==> src/rtl/tp_adc_pkg.sv <==
// Shared types and command-byte field positions for the touch-panel ADC responder.
package tp_adc_pkg;

  typedef enum logic [2:0] {
    IDLE,
    CMD,
    WAIT,
    BUSYST,
    DATA
  } state_t;

  localparam int unsigned CMD_W      = 8;
  localparam int unsigned CNT_W      = 4;
  localparam int unsigned SHORT_BITS = 8;

  // Command byte layout: {S, A2, A1, A0, MODE, SER/DFR, PD1, PD0}
  localparam int unsigned CMD_S_BIT    = 7;
  localparam int unsigned CMD_A_HI     = 6;
  localparam int unsigned CMD_A_LO     = 4;
  localparam int unsigned CMD_MODE_BIT = 3;
  localparam int unsigned CMD_SER_BIT  = 2;
  localparam int unsigned CMD_PD1_BIT  = 1;
  localparam int unsigned CMD_PD0_BIT  = 0;

  localparam logic [2:0] CH_X = 3'b001;
  localparam logic [2:0] CH_Y = 3'b101;

  function automatic logic [2:0] cmd_channel(input logic [CMD_W-1:0] cmd);
    return cmd[CMD_A_HI:CMD_A_LO];
  endfunction

  function automatic logic cmd_is_short(input logic [CMD_W-1:0] cmd);
    return cmd[CMD_MODE_BIT];
  endfunction

endpackage

==> src/rtl/tp_adc_responder_if.sv <==
// Touch-panel SPI pin bundle; master is the panel controller, slave is the ADC.
interface tp_adc_responder_if;

  logic TP_DCLK_I;
  logic TP_DIN_I;
  logic TP_SS_N_I;
  logic TP_DOUT_O;
  logic TP_BUSY_O;
  logic TP_PENIRQ_N_O;

  modport master (
    output TP_DCLK_I,
    output TP_DIN_I,
    output TP_SS_N_I,
    input  TP_DOUT_O,
    input  TP_BUSY_O,
    input  TP_PENIRQ_N_O
  );

  modport slave (
    input  TP_DCLK_I,
    input  TP_DIN_I,
    input  TP_SS_N_I,
    output TP_DOUT_O,
    output TP_BUSY_O,
    output TP_PENIRQ_N_O
  );

endinterface

==> src/rtl/tp_sync_edge.sv <==
// Multi-flop synchronizer: one channel with registered rise/fall pulses, plus level-only channels.
module tp_sync_edge #(
  parameter int unsigned       SYNC_STAGES = 2,
  parameter int unsigned       LVL_W       = 1,
  parameter logic [LVL_W-1:0]  LVL_RST     = '0
) (
  input  logic             Clock,
  input  logic             Resetn,
  input  logic             edge_in,
  input  logic [LVL_W-1:0] lvl_in,
  output logic [LVL_W-1:0] lvl,
  output logic             rise,
  output logic             fall
);

  logic [SYNC_STAGES-1:0] edge_q;
  logic [LVL_W-1:0]       lvl_q [SYNC_STAGES];

  // Pulses are taken one stage early so they line up with the synchronized levels.
  always_ff @(posedge Clock) begin
    if (!Resetn) begin
      edge_q <= '0;
      for (int i = 0; i < int'(SYNC_STAGES); i++) lvl_q[i] <= LVL_RST;
      rise   <= 1'b0;
      fall   <= 1'b0;
    end else begin
      edge_q   <= {edge_q[SYNC_STAGES-2:0], edge_in};
      lvl_q[0] <= lvl_in;
      for (int i = 1; i < int'(SYNC_STAGES); i++) lvl_q[i] <= lvl_q[i-1];
      rise     <=  edge_q[SYNC_STAGES-2] & ~edge_q[SYNC_STAGES-1];
      fall     <= ~edge_q[SYNC_STAGES-2] &  edge_q[SYNC_STAGES-1];
    end
  end

  assign lvl = lvl_q[SYNC_STAGES-1];

endmodule

==> src/rtl/tp_adc_responder.sv <==
// ADS7843-style SPI responder: captures command bytes and returns programmable X/Y samples.
module tp_adc_responder
  import tp_adc_pkg::*;
#(
  parameter int unsigned SYNC_STAGES = 2,
  parameter int unsigned CONV_BITS   = 12
) (
  input  logic                 Clock,
  input  logic                 Resetn,
  tp_adc_responder_if.slave    tp,
  input  logic                 Touch_I,
  input  logic [CONV_BITS-1:0] X_value_I,
  input  logic [CONV_BITS-1:0] Y_value_I,
  output logic                 Cmd_valid_O,
  output logic [CMD_W-1:0]     Last_cmd_O
);

  localparam int unsigned LVL_W = 2;

  logic [LVL_W-1:0] pin_lvl;
  logic             din_s;
  logic             ss_n_s;
  logic             dclk_rise;
  logic             dclk_fall;

  tp_sync_edge #(
    .SYNC_STAGES (SYNC_STAGES),
    .LVL_W       (LVL_W),
    .LVL_RST     (2'b10)
  ) u_sync (
    .Clock   (Clock),
    .Resetn  (Resetn),
    .edge_in (tp.TP_DCLK_I),
    .lvl_in  ({tp.TP_SS_N_I, tp.TP_DIN_I}),
    .lvl     (pin_lvl),
    .rise    (dclk_rise),
    .fall    (dclk_fall)
  );

  assign din_s  = pin_lvl[0];
  assign ss_n_s = pin_lvl[1];

  state_t               state_q, state_d;
  logic [CMD_W-2:0]     cmd_sr_q, cmd_sr_d;
  logic [CNT_W-1:0]     bit_cnt_q, bit_cnt_d;
  logic [CONV_BITS-1:0] res_sr_q, res_sr_d;
  logic                 short_q, short_d;
  logic                 dout_q, dout_d;
  logic                 busy_q, busy_d;
  logic                 pen_n_q, pen_n_d;
  logic                 cmd_valid_q, cmd_valid_d;
  logic [CMD_W-1:0]     last_cmd_q, last_cmd_d;
  logic [CMD_W-1:0]     new_cmd;

  always_ff @(posedge Clock) begin
    if (!Resetn) begin
      state_q     <= IDLE;
      cmd_sr_q    <= '0;
      bit_cnt_q   <= '0;
      res_sr_q    <= '0;
      short_q     <= 1'b0;
      dout_q      <= 1'b0;
      busy_q      <= 1'b0;
      pen_n_q     <= 1'b1;
      cmd_valid_q <= 1'b0;
      last_cmd_q  <= '0;
    end else begin
      state_q     <= state_d;
      cmd_sr_q    <= cmd_sr_d;
      bit_cnt_q   <= bit_cnt_d;
      res_sr_q    <= res_sr_d;
      short_q     <= short_d;
      dout_q      <= dout_d;
      busy_q      <= busy_d;
      pen_n_q     <= pen_n_d;
      cmd_valid_q <= cmd_valid_d;
      last_cmd_q  <= last_cmd_d;
    end
  end

  always_comb begin
    state_d     = state_q;
    cmd_sr_d    = cmd_sr_q;
    bit_cnt_d   = bit_cnt_q;
    res_sr_d    = res_sr_q;
    short_d     = short_q;
    dout_d      = 1'b0;
    cmd_valid_d = 1'b0;
    last_cmd_d  = last_cmd_q;
    new_cmd     = {cmd_sr_q, din_s};

    // Deselect overrides any DCLK edge seen in the same cycle.
    if (ss_n_s) begin
      state_d   = IDLE;
      cmd_sr_d  = '0;
      bit_cnt_d = '0;
    end else begin
      unique case (state_q)
        IDLE: begin
          state_d   = CMD;
          cmd_sr_d  = '0;
          bit_cnt_d = '0;
        end
        CMD: begin
          // Leading zeros are discarded until the start bit arrives.
          if (dclk_rise && (bit_cnt_q != '0 || din_s)) begin
            if (bit_cnt_q == CNT_W'(CMD_W - 1)) begin
              state_d     = WAIT;
              cmd_sr_d    = '0;
              bit_cnt_d   = '0;
              cmd_valid_d = 1'b1;
              last_cmd_d  = new_cmd;
              short_d     = cmd_is_short(new_cmd);
              unique case (cmd_channel(new_cmd))
                CH_X:    res_sr_d = X_value_I;
                CH_Y:    res_sr_d = Y_value_I;
                default: res_sr_d = '0;
              endcase
            end else begin
              cmd_sr_d  = new_cmd[CMD_W-2:0];
              bit_cnt_d = bit_cnt_q + CNT_W'(1);
            end
          end
        end
        WAIT: begin
          if (dclk_fall) state_d = BUSYST;
        end
        BUSYST: begin
          if (dclk_fall) begin
            state_d   = DATA;
            dout_d    = res_sr_q[CONV_BITS-1];
            res_sr_d  = {res_sr_q[CONV_BITS-2:0], 1'b0};
            bit_cnt_d = short_q ? CNT_W'(SHORT_BITS - 1) : CNT_W'(CONV_BITS - 1);
          end
        end
        DATA: begin
          dout_d = dout_q;
          if (dclk_fall) begin
            if (bit_cnt_q == '0) begin
              state_d = CMD;
              dout_d  = 1'b0;
            end else begin
              dout_d    = res_sr_q[CONV_BITS-1];
              res_sr_d  = {res_sr_q[CONV_BITS-2:0], 1'b0};
              bit_cnt_d = bit_cnt_q - CNT_W'(1);
            end
          end
        end
        default: state_d = IDLE;
      endcase
    end

    busy_d  = (state_d == BUSYST);
    // Pen interrupt only reported while no transfer is in progress.
    pen_n_d = (state_d == IDLE) ? ~Touch_I : 1'b1;
  end

  assign tp.TP_DOUT_O     = dout_q;
  assign tp.TP_BUSY_O     = busy_q;
  assign tp.TP_PENIRQ_N_O = pen_n_q;
  assign Cmd_valid_O      = cmd_valid_q;
  assign Last_cmd_O       = last_cmd_q;

endmodule

==> src/flat_wrapper.sv <==
// flat-port wrapper written by rule: the top's interface ports become plain ports
module tp_adc_responder_flat import tp_adc_pkg::*;
#(
  parameter int unsigned SYNC_STAGES = 2,
  parameter int unsigned CONV_BITS   = 12
)
  (Clock, Resetn, Touch_I, X_value_I, Y_value_I, Cmd_valid_O, Last_cmd_O, tp_TP_DCLK_I, tp_TP_DIN_I, tp_TP_SS_N_I, tp_TP_DOUT_O, tp_TP_BUSY_O, tp_TP_PENIRQ_N_O);
  tp_adc_responder_if tp_i ();
  input  logic Clock;
  input  logic Resetn;
  input  logic Touch_I;
  input  logic [CONV_BITS-1:0] X_value_I;
  input  logic [CONV_BITS-1:0] Y_value_I;
  output logic Cmd_valid_O;
  output logic [CMD_W-1:0] Last_cmd_O;
  input wire logic [$bits(tp_i.TP_DCLK_I)-1:0] tp_TP_DCLK_I;
  input wire logic [$bits(tp_i.TP_DIN_I)-1:0] tp_TP_DIN_I;
  input wire logic [$bits(tp_i.TP_SS_N_I)-1:0] tp_TP_SS_N_I;
  output wire logic [$bits(tp_i.TP_DOUT_O)-1:0] tp_TP_DOUT_O;
  output wire logic [$bits(tp_i.TP_BUSY_O)-1:0] tp_TP_BUSY_O;
  output wire logic [$bits(tp_i.TP_PENIRQ_N_O)-1:0] tp_TP_PENIRQ_N_O;
  assign tp_i.TP_DCLK_I = tp_TP_DCLK_I;
  assign tp_i.TP_DIN_I = tp_TP_DIN_I;
  assign tp_i.TP_SS_N_I = tp_TP_SS_N_I;
  assign tp_TP_DOUT_O = tp_i.TP_DOUT_O;
  assign tp_TP_BUSY_O = tp_i.TP_BUSY_O;
  assign tp_TP_PENIRQ_N_O = tp_i.TP_PENIRQ_N_O;
  tp_adc_responder #(.SYNC_STAGES(SYNC_STAGES), .CONV_BITS(CONV_BITS)) u_core (.Clock(Clock), .Resetn(Resetn), .tp(tp_i), .Touch_I(Touch_I), .X_value_I(X_value_I), .Y_value_I(Y_value_I), .Cmd_valid_O(Cmd_valid_O), .Last_cmd_O(Last_cmd_O));
endmodule
==> config.mk <==
export PLATFORM = sky130hd
export DESIGN_NAME = tp_adc_responder_flat
export DESIGN_NICKNAME = d
export VERILOG_FILES = /design/src/rtl/tp_adc_pkg.sv /design/src/rtl/tp_adc_responder_if.sv /design/src/rtl/tp_sync_edge.sv /design/src/rtl/tp_adc_responder.sv /design/src/flat_wrapper.sv
export SDC_FILE = /design/constraint.sdc
export NUM_CORES = 1
export LEC_CHECK = 0
export ABC_AREA = 1
export BUFFER_PORTS_ARGS = -buffer_cell sky130_fd_sc_hd__buf_2
export CAP_MARGIN = 5
export CORE_MARGIN = 5
export CORE_UTILIZATION = 35
export DETAILED_ROUTE_END_ITERATION = 7
export MAX_ROUTING_LAYER = met4
export PLACE_DENSITY = 0.5
export SYNTH_ARGS = -nofsm -noshare
export SYNTH_HDL_FRONTEND = slang
export SYNTH_HIERARCHICAL = 1
export SYNTH_SLANG_ARGS = --single-unit
==> constraint.sdc <==
create_clock -name Clock -period 3.5 [get_ports Clock]
set_input_delay 0.175 -clock Clock [delete_from_list [all_inputs] [get_ports Clock]]
set_output_delay 0.175 -clock Clock [all_outputs]
set_load 0.05 [all_outputs]
==> results of run 1 <==
==> critical path, delay by kind of cell (launching register included) <==
kind	cells	cell delay [ns]
flops	1	0.43
compound gates	1	0.23
fa+ha+maj	1	0.23
simple gates	5	0.76
buf+inv	1	0.13
==> worst max path at each step <==
| stage | slack [ns] | to | start |
|---|---|---|---|
| global placement | 1.46 | u_core/tp.TP_DOUT_O | Resetn |
| CTS | 1.59 | u_core/res_sr_q[8] | u_core/bit_cnt_q[0] |
| finish | 1.61 | u_core/res_sr_q[6] | u_core/bit_cnt_q[0] |
| global route | 1.44 | u_core/res_sr_q[2] | u_core/bit_cnt_q[0] |
| detailed placement | 1.51 | u_core/tp.TP_DOUT_O | Resetn |
| floorplan | 1.98 | u_core/res_sr_q[10] | u_core/bit_cnt_q[0] |
==> metal layers <==
layer  global-route usage [%]  vias to the layer above
met4                     4.76                        0
li1                         -                     1210
met5                        -                        -
met2                     21.1                       32
met1                     19.1                     1005
met3                     2.92                        6
==> stage by stage <==
| stage | hold slack [ns] | utilization, % | instances |
|---|---|---|---|
| 2_1_floorplan | 0.244 | - | 370 |
| 3_3_place_gp | 0.345 | 39.1 | 479 |
| 3_5_place_dp | 0.349 | 39.1 | 479 |
| 4_1_cts | 0.0292 | 40.4 | 487 |
| 5_1_grt | 0.0360 | 40.4 | 487 |
| 6_report | 0.0406 | 40.4 | 487 |
==> cell usage after synthesis, drive strengths merged <==
library cell	number
or2	2
ha	3
o22ai	13
clkbuf	3
xnor2	1
dfxtp	46
nand2	112
o211ai	1
nand4	2
nor3	3
a22oi	1
inv	63
o21ai	14
nand3	18
a211oi	1
nor2	55
a21oi	22
nand3b	1
buf	9
==> cell type report <==
cell class	count	area share (%)
clock buffers	5	2.53
repair buffers	41	7.56
multi-input cells	249	42.8
well taps	80	3.69
inverters	63	8.80
flip-flops and latches	46	33.9
clock inverters	3	0.691
==> registers in the layout (all words and copies together), names as in the netlist, 2 cells and up <==
name and flops:
u_core/u_sync/lvl_q 4, u_core/state_q 3, u_core/bit_cnt_q 4, u_core/cmd_sr_q 7
u_core/Last_cmd_O 8, u_core/u_sync/edge_q 2, u_core/res_sr_q 12
==> report_power, final <==
group,internal [mW],leakage (nW),switching [mW],total [mW]
Clock,0.141,0.0483,0.189,0.330
Sequential,0.529,0.372,0.00462,0.534
Combinational,0.0214,0.995,0.0320,0.0534
Total,0.691,1.42,0.226,0.917
==> cells by family after synthesis <==
kind of cell / Yosys count
flops: 46
xor+xnor: 1
compound gates: 52
simple gates: 193
buf+inv: 75
fa+ha+maj: 3
==> metrics.cfg, run 1 <==
[outcome]
outcome = complete, no violations

[floorplanning]
dieArea_um2 = 8600
start_util_pct = 35.7
rows = 30
die_h_um = 92.8
die_width_um = 92.8
core_um2 = 6720
io_pins = 42

[final_layout]
final_nets = 439
area_delta_synth_final_pct = 13.3
fill_cells = 738
mostFrequentLayoutCells = 105 x nand2_1, 58 x inv_1, 49 x nor2_1
register_area_um2 = 921
diodes = 0
mostFrequentLayoutCell = nand2_1
fin_area_um2 = 2720
drive_above_1_share_pct = 17.9
multi_input_area_um2 = 1160

[timing]
fin_ws_ns = 1.61
finalCritPeriodShare_pct = 54.0
timing.fmax_mhz = 529
hold_violations = 0
slew_viol_final = 0
rsz0062_at_grt = false
finalSetupViolations = 0
period_minus_slack_ns = 1.89
maxSlewHeadroom_pct = 65.3
fin_tns_setup_ns = 0
worst_pin_slew_ns = 0.519
skew_ns = 0.00767

[clock_network]
hold_buffers = 0
cts.reportedPaths.clkPinSlew_ns = 0.09
cts.sinks = 46
ctsHtreeMaxLevel = 2
post_cts_buffers = 0
clockBufferDepth = 2
cts_tree = built
numCtsBuffers = 5
cts_root_buffer = clkbuf_8
cts_resized = 0
worstSkewPairLatency_ns = 0.30

[placement]
hpwl_um = 4170
dpl_cell_area_um2 = 2630
pre_cts_ws_ns = 1.51
routabilityCongestion = 0.922
portBuffers = 41

[min_path]
hp-class = input port to register
hold_path_end = u_core/u_sync/lvl_q[0][1]
hold_start = tp_TP_SS_N_I
hold_depth = 3

[run]
maxCapViolations = 0

[setup_path]
r2r_cells = 8
max_stage_delay_ns = 0.43
reg2reg_slack_ns = 1.61
crit_chain = inv_1 > ha_1 > nand3_1 > nand2_2 > a21oi_2 > nand2_2 > nor2_1 > nor2_1
crit_path_end_kind = register
critPathMaxFanout = 22
worstPathArrival_ns = 2.09
cp_data_required_time_ns = 3.70
timing.rr.start = u_core/bit_cnt_q[0]
crit_path_start_kind = register
slowest_stage = dfxtp_1
r2r_end = u_core/res_sr_q[6]
critical_path_class = register to register

[global_route]
grt_usage_pct = 14.2
grt_pass1_vias = 2129
overflow = 0
grt_max_degree = 23
grt_pass1_wl_um = 9650
grt_antenna_before_repair = 0

[yosys]
yosys_warnings = 6
synth-simple-area-share_pct = 34.6
synthesis.area_um2 = 2400
synthTopCellsByArea = dfxtp_1 38%, nand2_1 16%, inv_1 9.1%, nor2_1 7.7%, a21oi_1 4.4%
synth.top_cell.area_share_pct = 38.4
synth_top_family_by_area = simple AND/OR/NAND/NOR gates
syn_nets = 403
synthMuxAreaShare_pct = 0
yosys.area.top_type = dfxtp_1
ys_ff_latch = 46
synth_xor_area_share_pct = 0.365
synth_compound_area_share_pct = 12.0
yosysSeqAreaShare_pct = 38.4
syn_avg_cell_area_um2 = 6.48
synthAdderAreaFrac_pct = 1.57
syn_inst = 370
yosysUniqueCellTypes = 30

[detailed_routing]
wl_per_cell_um = 11.5
ant_nets = 0
wl_met1_um = 2800
first_pass_iters = 4
dr_wl_met3_um = 194
routed_wl_um = 5610
drc = 0
num_vias = 2253
top_layer_used = met4
drt_iter0_drc = 100
dr_wl_met2_um = 2570
drt-vias-per-instance = 4.63

[power]
p_per_area_nw_per_um2 = 338
irDropWorstVdd_mv = 0.183
finalPower_uw = 917
power.leakage_nw = 1.42

Power figures use the tool's default switching activity.
==> run 2, diff against run 1 <==
Clock period 3.5 ns to 1.88 ns, I/O delays scaled along.
==> run 2 against run 1 <==
Clock skew increased by 0.0045 ns. Fmax increased by 12%. Utilization increased by 2.2 points. Non-clock buffer count increased by 13. Total power increased by 100%. Global-route usage increased by 0.34 points. Register-to-register slack got worse by 1.4 ns. Final cell count increased by 2.7%. Worst hold slack improved by 0.16 ns.
==> metrics.cfg, run 2 (same netlist as run 1, synthesis figures left out) <==
[outcome]
outcome = complete, no violations

[timing]
timing.fmax_mhz = 594  ; +12%
slew_viol_final = 0  ; unchanged
maxSlewHeadroom_pct = 66.9  ; +1.6 points
hold_violations = 0  ; unchanged
worst_pin_slew_ns = 0.495  ; -0.0239 ns
finalCritPeriodShare_pct = 89.6  ; +36 points
period_minus_slack_ns = 1.68  ; -0.208 ns
fin_tns_setup_ns = 0  ; unchanged
rsz0062_at_grt = false
finalSetupViolations = 0  ; unchanged
skew_ns = 0.0122  ; +0.00452 ns

[floorplanning]
die_width_um = 92.8  ; unchanged
dieArea_um2 = 8600  ; unchanged
die_h_um = 92.8  ; unchanged
io_pins = 42  ; unchanged
core_um2 = 6720  ; unchanged
start_util_pct = 35.7  ; unchanged
rows = 30  ; unchanged

[clock_network]
clockBufferDepth = 2  ; unchanged
cts_tree = built
worstSkewPairLatency_ns = 0.31  ; about the same
cts.reportedPaths.clkPinSlew_ns = 0.10  ; about the same
numCtsBuffers = 5  ; unchanged
ctsHtreeMaxLevel = 2  ; unchanged
cts_root_buffer = clkbuf_8
cts.sinks = 46  ; unchanged

[final_layout]
fin_area_um2 = 2860  ; +5.4%
mostFrequentLayoutCell = nand2_1
fill_cells = 729  ; -1.2%
mostFrequentLayoutCells = 105 x nand2_1, 58 x inv_1, 49 x nor2_1
final_nets = 452  ; +3.0%
area_delta_synth_final_pct = 19.4
drive_above_1_share_pct = 19.8  ; +1.8 points
multi_input_area_um2 = 1170  ; +1.1%
diodes = 0  ; unchanged
register_area_um2 = 922  ; +0.14%
largest_reg_flops = 12  ; unchanged
largest_register = u_core/res_sr_q

[global_route]
grt_max_degree = 23  ; unchanged
grt_pass1_vias = 2050  ; -3.7%
overflow = 0  ; unchanged
grt_usage_pct = 14.5  ; +0.34 points
grt_antenna_before_repair = 0  ; unchanged
grt_pass1_wl_um = 9800  ; +1.6%

[run]
maxCapViolations = 0  ; unchanged

[placement]
routabilityCongestion = 0.862  ; -6.5%
dpl_cell_area_um2 = 2690  ; +2.3%
portBuffers = 41  ; unchanged
hpwl_um = 4210  ; +0.82%

[setup_path]
max_stage_delay_ns = 0.44  ; about the same
crit_path_end_kind = register
critical_path_class = register to register
cp_data_required_time_ns = 2.08  ; -1.62 ns
critical_path.most_common_cell = nand2_2
worstPathArrival_ns = 1.88  ; -0.21 ns
critPathMaxFanout = 22  ; unchanged
crit_path_start_kind = register
crit_chain = ha_1 > nand2_2 > nor2_4 > inv_2 > nand2_2 > nand2_2 > nor2_4 > nand2_4 > nor2_1 > nor2_1
slowest_stage = dfxtp_1

[detailed_routing]
drt_iter0_drc = 124  ; +24%
wl_per_cell_um = 11.4  ; -1.2%
routed_wl_um = 5690  ; +1.4%
num_vias = 2269  ; +0.71%
first_pass_iters = 4  ; unchanged
drc = 0  ; unchanged
drt-vias-per-instance = 4.54  ; -1.9%
ant_nets = 0  ; unchanged

[power]
irDropWorstVdd_mv = 0.311  ; +70%
p_per_area_nw_per_um2 = 649  ; +92%
power.leakage_nw = 1.48  ; +4.7%

[min_path]
hp-class = input port to register

[run 2: per-layer routing]
| metal | GRT usage, % | wire, um |
|---|---|---|
| met1 | 19.4 | 2850 |
| met5 | - | 0 |
| met4 | 4.03 | 55 |
| met3 | 3.25 | 261 |
| met2 | 22.0 | 2520 |
[run 2: worst max-delay path: cells and delay by family (launching register included)]
kind	cells	cell delay [ns]
adder cells (fa/ha/maj)	1	0.21
AND/OR/NAND/NOR	8	0.88
flip-flops	1	0.44
buffers and inverters	1	0.05
[run 2: where the power goes]
group | switching, mW | internal [mW] | total [mW]
Combinational | 0.0607 | 0.0505 | 0.111
Clock | 0.358 | 0.396 | 0.753
Sequential | 0.00866 | 0.985 | 0.994
Total | 0.427 | 1.43 | 1.86
[run 2: worst paths after layout]
check	slack, ns	depth (start not counted)	start	endpoint
worst max register to register	0.20	10	u_core/bit_cnt_q[1]	u_core/res_sr_q[7]
worst min register to register	0.41	1	u_core/u_sync/edge_q[1]	u_core/u_sync/rise
worst max-delay path	0.20	10	u_core/bit_cnt_q[1]	u_core/res_sr_q[7]
worst min-delay path	0.20	4	Resetn	u_core/state_q[2]
[run 2: final cells by class]
| class | count | area share [%] |
|---|---|---|
| Multi-Input combinational cell | 249 | 41.0 |
| Timing Repair Buffer | 54 | 10.9 |
| Clock inverter | 3 | 1.57 |
| Inverter | 63 | 8.35 |
| Sequential cell | 46 | 32.2 |
| Clock buffer | 5 | 2.40 |
| Tap cell | 80 | 3.50 |
[run 2: repair_timing]
item	CTS	global route
endpoints found under the hold margin	4	0
hold buffers	4	0
resized for setup	0	3
buffers inserted	0	1
setup endpoints to repair	0	20
[run 2: stage by stage]
stage          total power [mW]  hold slack (ns)  instances  worst slack (ns)  util (%)
2_1_floorplan              1.07            0.163        370             0.359         -
3_3_place_gp               1.12            0.269        487             0.168      40.0
3_5_place_dp               1.12            0.276        487            0.0802      40.0
4_1_cts                    1.90            0.195        499            0.0495      42.3
5_1_grt                    1.97            0.219        500            0.0281      42.6
6_report                   1.86            0.202        500             0.196      42.6
==> run 3, diff against run 2 <==
Settings changed: SKIP_CTS_REPAIR_TIMING set to 1, SYNTH_HIERARCHICAL 1 to unset.
==> run 3 against run 2 <==
Critical path depth increased by 1. Clock power increased by 1%. Wire length increased by 11%. Final cell count rose by 1.6%. Worst hold slack worse by 0.20 ns. Critical path type unchanged.
==> metrics.cfg, run 3 <==
[timing]
maxSlewHeadroom_pct = 68.7  ; +1.8 points
fin_ws_ns = 0.232  ; +0.0354 ns
worst_pin_slew_ns = 0.470  ; -0.0254 ns
finalSetupViolations = 0  ; unchanged
finalCritPeriodShare_pct = 87.7  ; -1.9 points
timing.fmax_mhz = 607  ; +2.1%
rsz0062_at_grt = false
slew_viol_final = 0  ; unchanged
hold_slack_ns = 0.00276  ; -0.199 ns
fin_tns_setup_ns = 0  ; unchanged
hold_violations = 0  ; unchanged
period_minus_slack_ns = 1.65  ; -0.0354 ns
skew_ns = 0.00767  ; -0.00453 ns

[setup_path]
critical_path.most_common_cell = nand2_1
crit_chain = inv_1 > ha_1 > nand2_1 > nand2_1 > nand2_2 > nand2_1 > nor2_2 > buf_12 > nand3_1 > nand2_1 > nor2_1
critPathMaxFanout = 12  ; -45%
crit_path_end_kind = register
worstPathArrival_ns = 1.85  ; -0.03 ns
crit_path_start_kind = register
slowest_stage = dfxtp_2
cp_data_required_time_ns = 2.08  ; about the same
critical_path_class = register to register
max_stage_delay_ns = 0.38  ; -0.06 ns

[clock_network]
numCtsBuffers = 5  ; unchanged
cts_root_buffer = clkbuf_8
worstSkewPairLatency_ns = 0.30  ; about the same
cts.sinks = 46  ; unchanged
cts_tree = built
cts.reportedPaths.clkPinSlew_ns = 0.10  ; about the same
ctsHtreeMaxLevel = 2  ; unchanged
clockBufferDepth = 2  ; unchanged

[yosys]
post-synth-top-count-cell = nand2_1
netlist_top_cells_count = 61 x nand2_1, 54 x nor2_1, 46 x dfxtp_1
async_reset_ff_share_pct = 0  ; unchanged
syn_nets = 394  ; -2.2%
yosysSeqAreaShare_pct = 36.5  ; -1.9 points
synthTopCellsByArea = dfxtp_1 36%, nand2_1 9.1%, nor2_1 8.0%, nand4_1 6.4%, a21oi_1 5.8%
synthFlopType = dfxtp_1
syn_avg_cell_area_um2 = 6.97  ; +7.6%
ys_ff_latch = 46  ; unchanged
yosys.area.top_type = dfxtp_1
synthesis.area_um2 = 2520  ; +5.3%
yosys_warnings = 0  ; -6
yosysUniqueCellTypes = 35  ; +17%
synth.top_cell.area_share_pct = 36.5  ; -1.9 points
synth_edf_count = 0  ; unchanged
syn_inst = 362  ; -2.2%

[final_layout]
fill_cells = 774  ; +6.2%
mostFrequentLayoutCells = 61 x nand2_1, 54 x nor2_1, 44 x dfxtp_1
fin_area_um2 = 3020  ; +5.4%
largest_register = u_core.res_sr_q
drive_above_1_share_pct = 25.9  ; +6.2 points
area_delta_synth_final_pct = 19.5  ; about the same
final_nets = 440  ; -2.7%
largest_reg_flops = 12  ; unchanged
diodes = 0  ; unchanged
mostFrequentLayoutCell = nand2_1

[run]
maxCapViolations = 0  ; unchanged

[power]
p_per_area_nw_per_um2 = 623  ; -4.0%
finalPower_mw = 1.88  ; +1.2%
power.leakage_nw = 1.35  ; -8.9%
irDropWorstVdd_mv = 0.311  ; +0.31%

[detailed_routing]
drt-vias-per-instance = 4.73  ; +4.3%
ant_nets = 0  ; unchanged
num_vias = 2405  ; +6.0%
drt_iter0_drc = 131  ; +5.6%
routed_wl_um = 6340  ; +11%
drc = 0  ; unchanged
first_pass_iters = 4  ; unchanged
wl_per_cell_um = 12.5  ; +9.7%

[global_route]
grt_pass1_vias = 2159  ; +5.3%
overflow = 0  ; unchanged
grt_max_degree = 28  ; +22%
grt_pass1_wl_um = 10600  ; +8.0%
grt_antenna_before_repair = 0  ; unchanged
grt_usage_pct = 15.3  ; +0.79 points

[min_path]
hp-class = input port to register

[placement]
portBuffers = 41  ; unchanged
hpwl_um = 4500  ; +6.8%
dpl_cell_area_um2 = 2870  ; +6.8%
routabilityCongestion = 0.877  ; +1.7%
pre_cts_ws_ns = 0.193  ; +0.113 ns

[floorplanning]
rows = 31  ; +3.3%
die_width_um = 94.9  ; +2.3%
die_h_um = 94.9  ; +2.3%
start_util_pct = 35.4  ; -0.32 points
io_pins = 42  ; unchanged
core_um2 = 7140  ; +6.2%
dieArea_um2 = 9010  ; +4.7%

[outcome]
outcome = complete, no violations

run 3: cell type report:
cell class	instances	area, um2	area share (%)
Multi-Input combinational cell	257	1340	44.4
Sequential cell	46	923	30.6
Timing Repair Buffer	58	365	12.1
Tap cell	99	124	4.11
Inverter	40	151	5.02
Clock inverter	3	43.8	1.45
Clock buffer	5	68.8	2.28
run 3: logic make-up (layout without fill, tap and decap cells):
kind of cell               after synthesis  count (layout)  synth area share [%]
adders and majority gates                2               2                 0.991
AOI/OAI and AO/OA                       56              56                  12.0
buffers and inverters                   59             106                  10.4
and+or+nand+nor                        198             198                  39.7
xor gates and xnor gates                 1               1                 0.347
DFF                                     46              46                  36.5
run 3: worst paths after layout:
path                            slack (ns)                       to  depth (start not counted)                     from
worst min register to register        0.42       u_core.u_sync.rise                          1  u_core.u_sync.edge_q[1]
worst min-delay path                 0.003  u_core.tp.TP_PENIRQ_N_O                          2                  Touch_I
worst max-delay path                  0.23       u_core.res_sr_q[3]                         11      u_core.bit_cnt_q[0]
worst max register to register        0.23       u_core.res_sr_q[3]                         11      u_core.bit_cnt_q[0]
run 3: power by group:
group | switching (mW) | internal, mW
combinational | 0.0728 | 0.0535
sequential | 0.00774 | 0.985
clock | 0.361 | 0.399
run 3: routing by layer:
metal	vias to the layer above	part of all wire (%)	GRT usage (%)
met2	55	44	22.8
li1	1268	-	-
met4	0	0.76	3.25
met1	1078	51	21.6
met3	4	3.9	2.71
met5	-	0	-
run 3: metrics by stage:
step,std cells,utilization [%]
3_3_place_gp,497,40.2
6_report,508,42.3
3_5_place_dp,497,40.2
5_1_grt,508,42.3
2_1_floorplan,362,-
4_1_cts,505,41.8
run 3: critical path, delay by kind of cell (launching register included):
family,cells,cell delay [ns]
simple gates,8,0.70
flops,1,0.38
buf+inv,2,0.24
fa+ha+maj,1,0.25
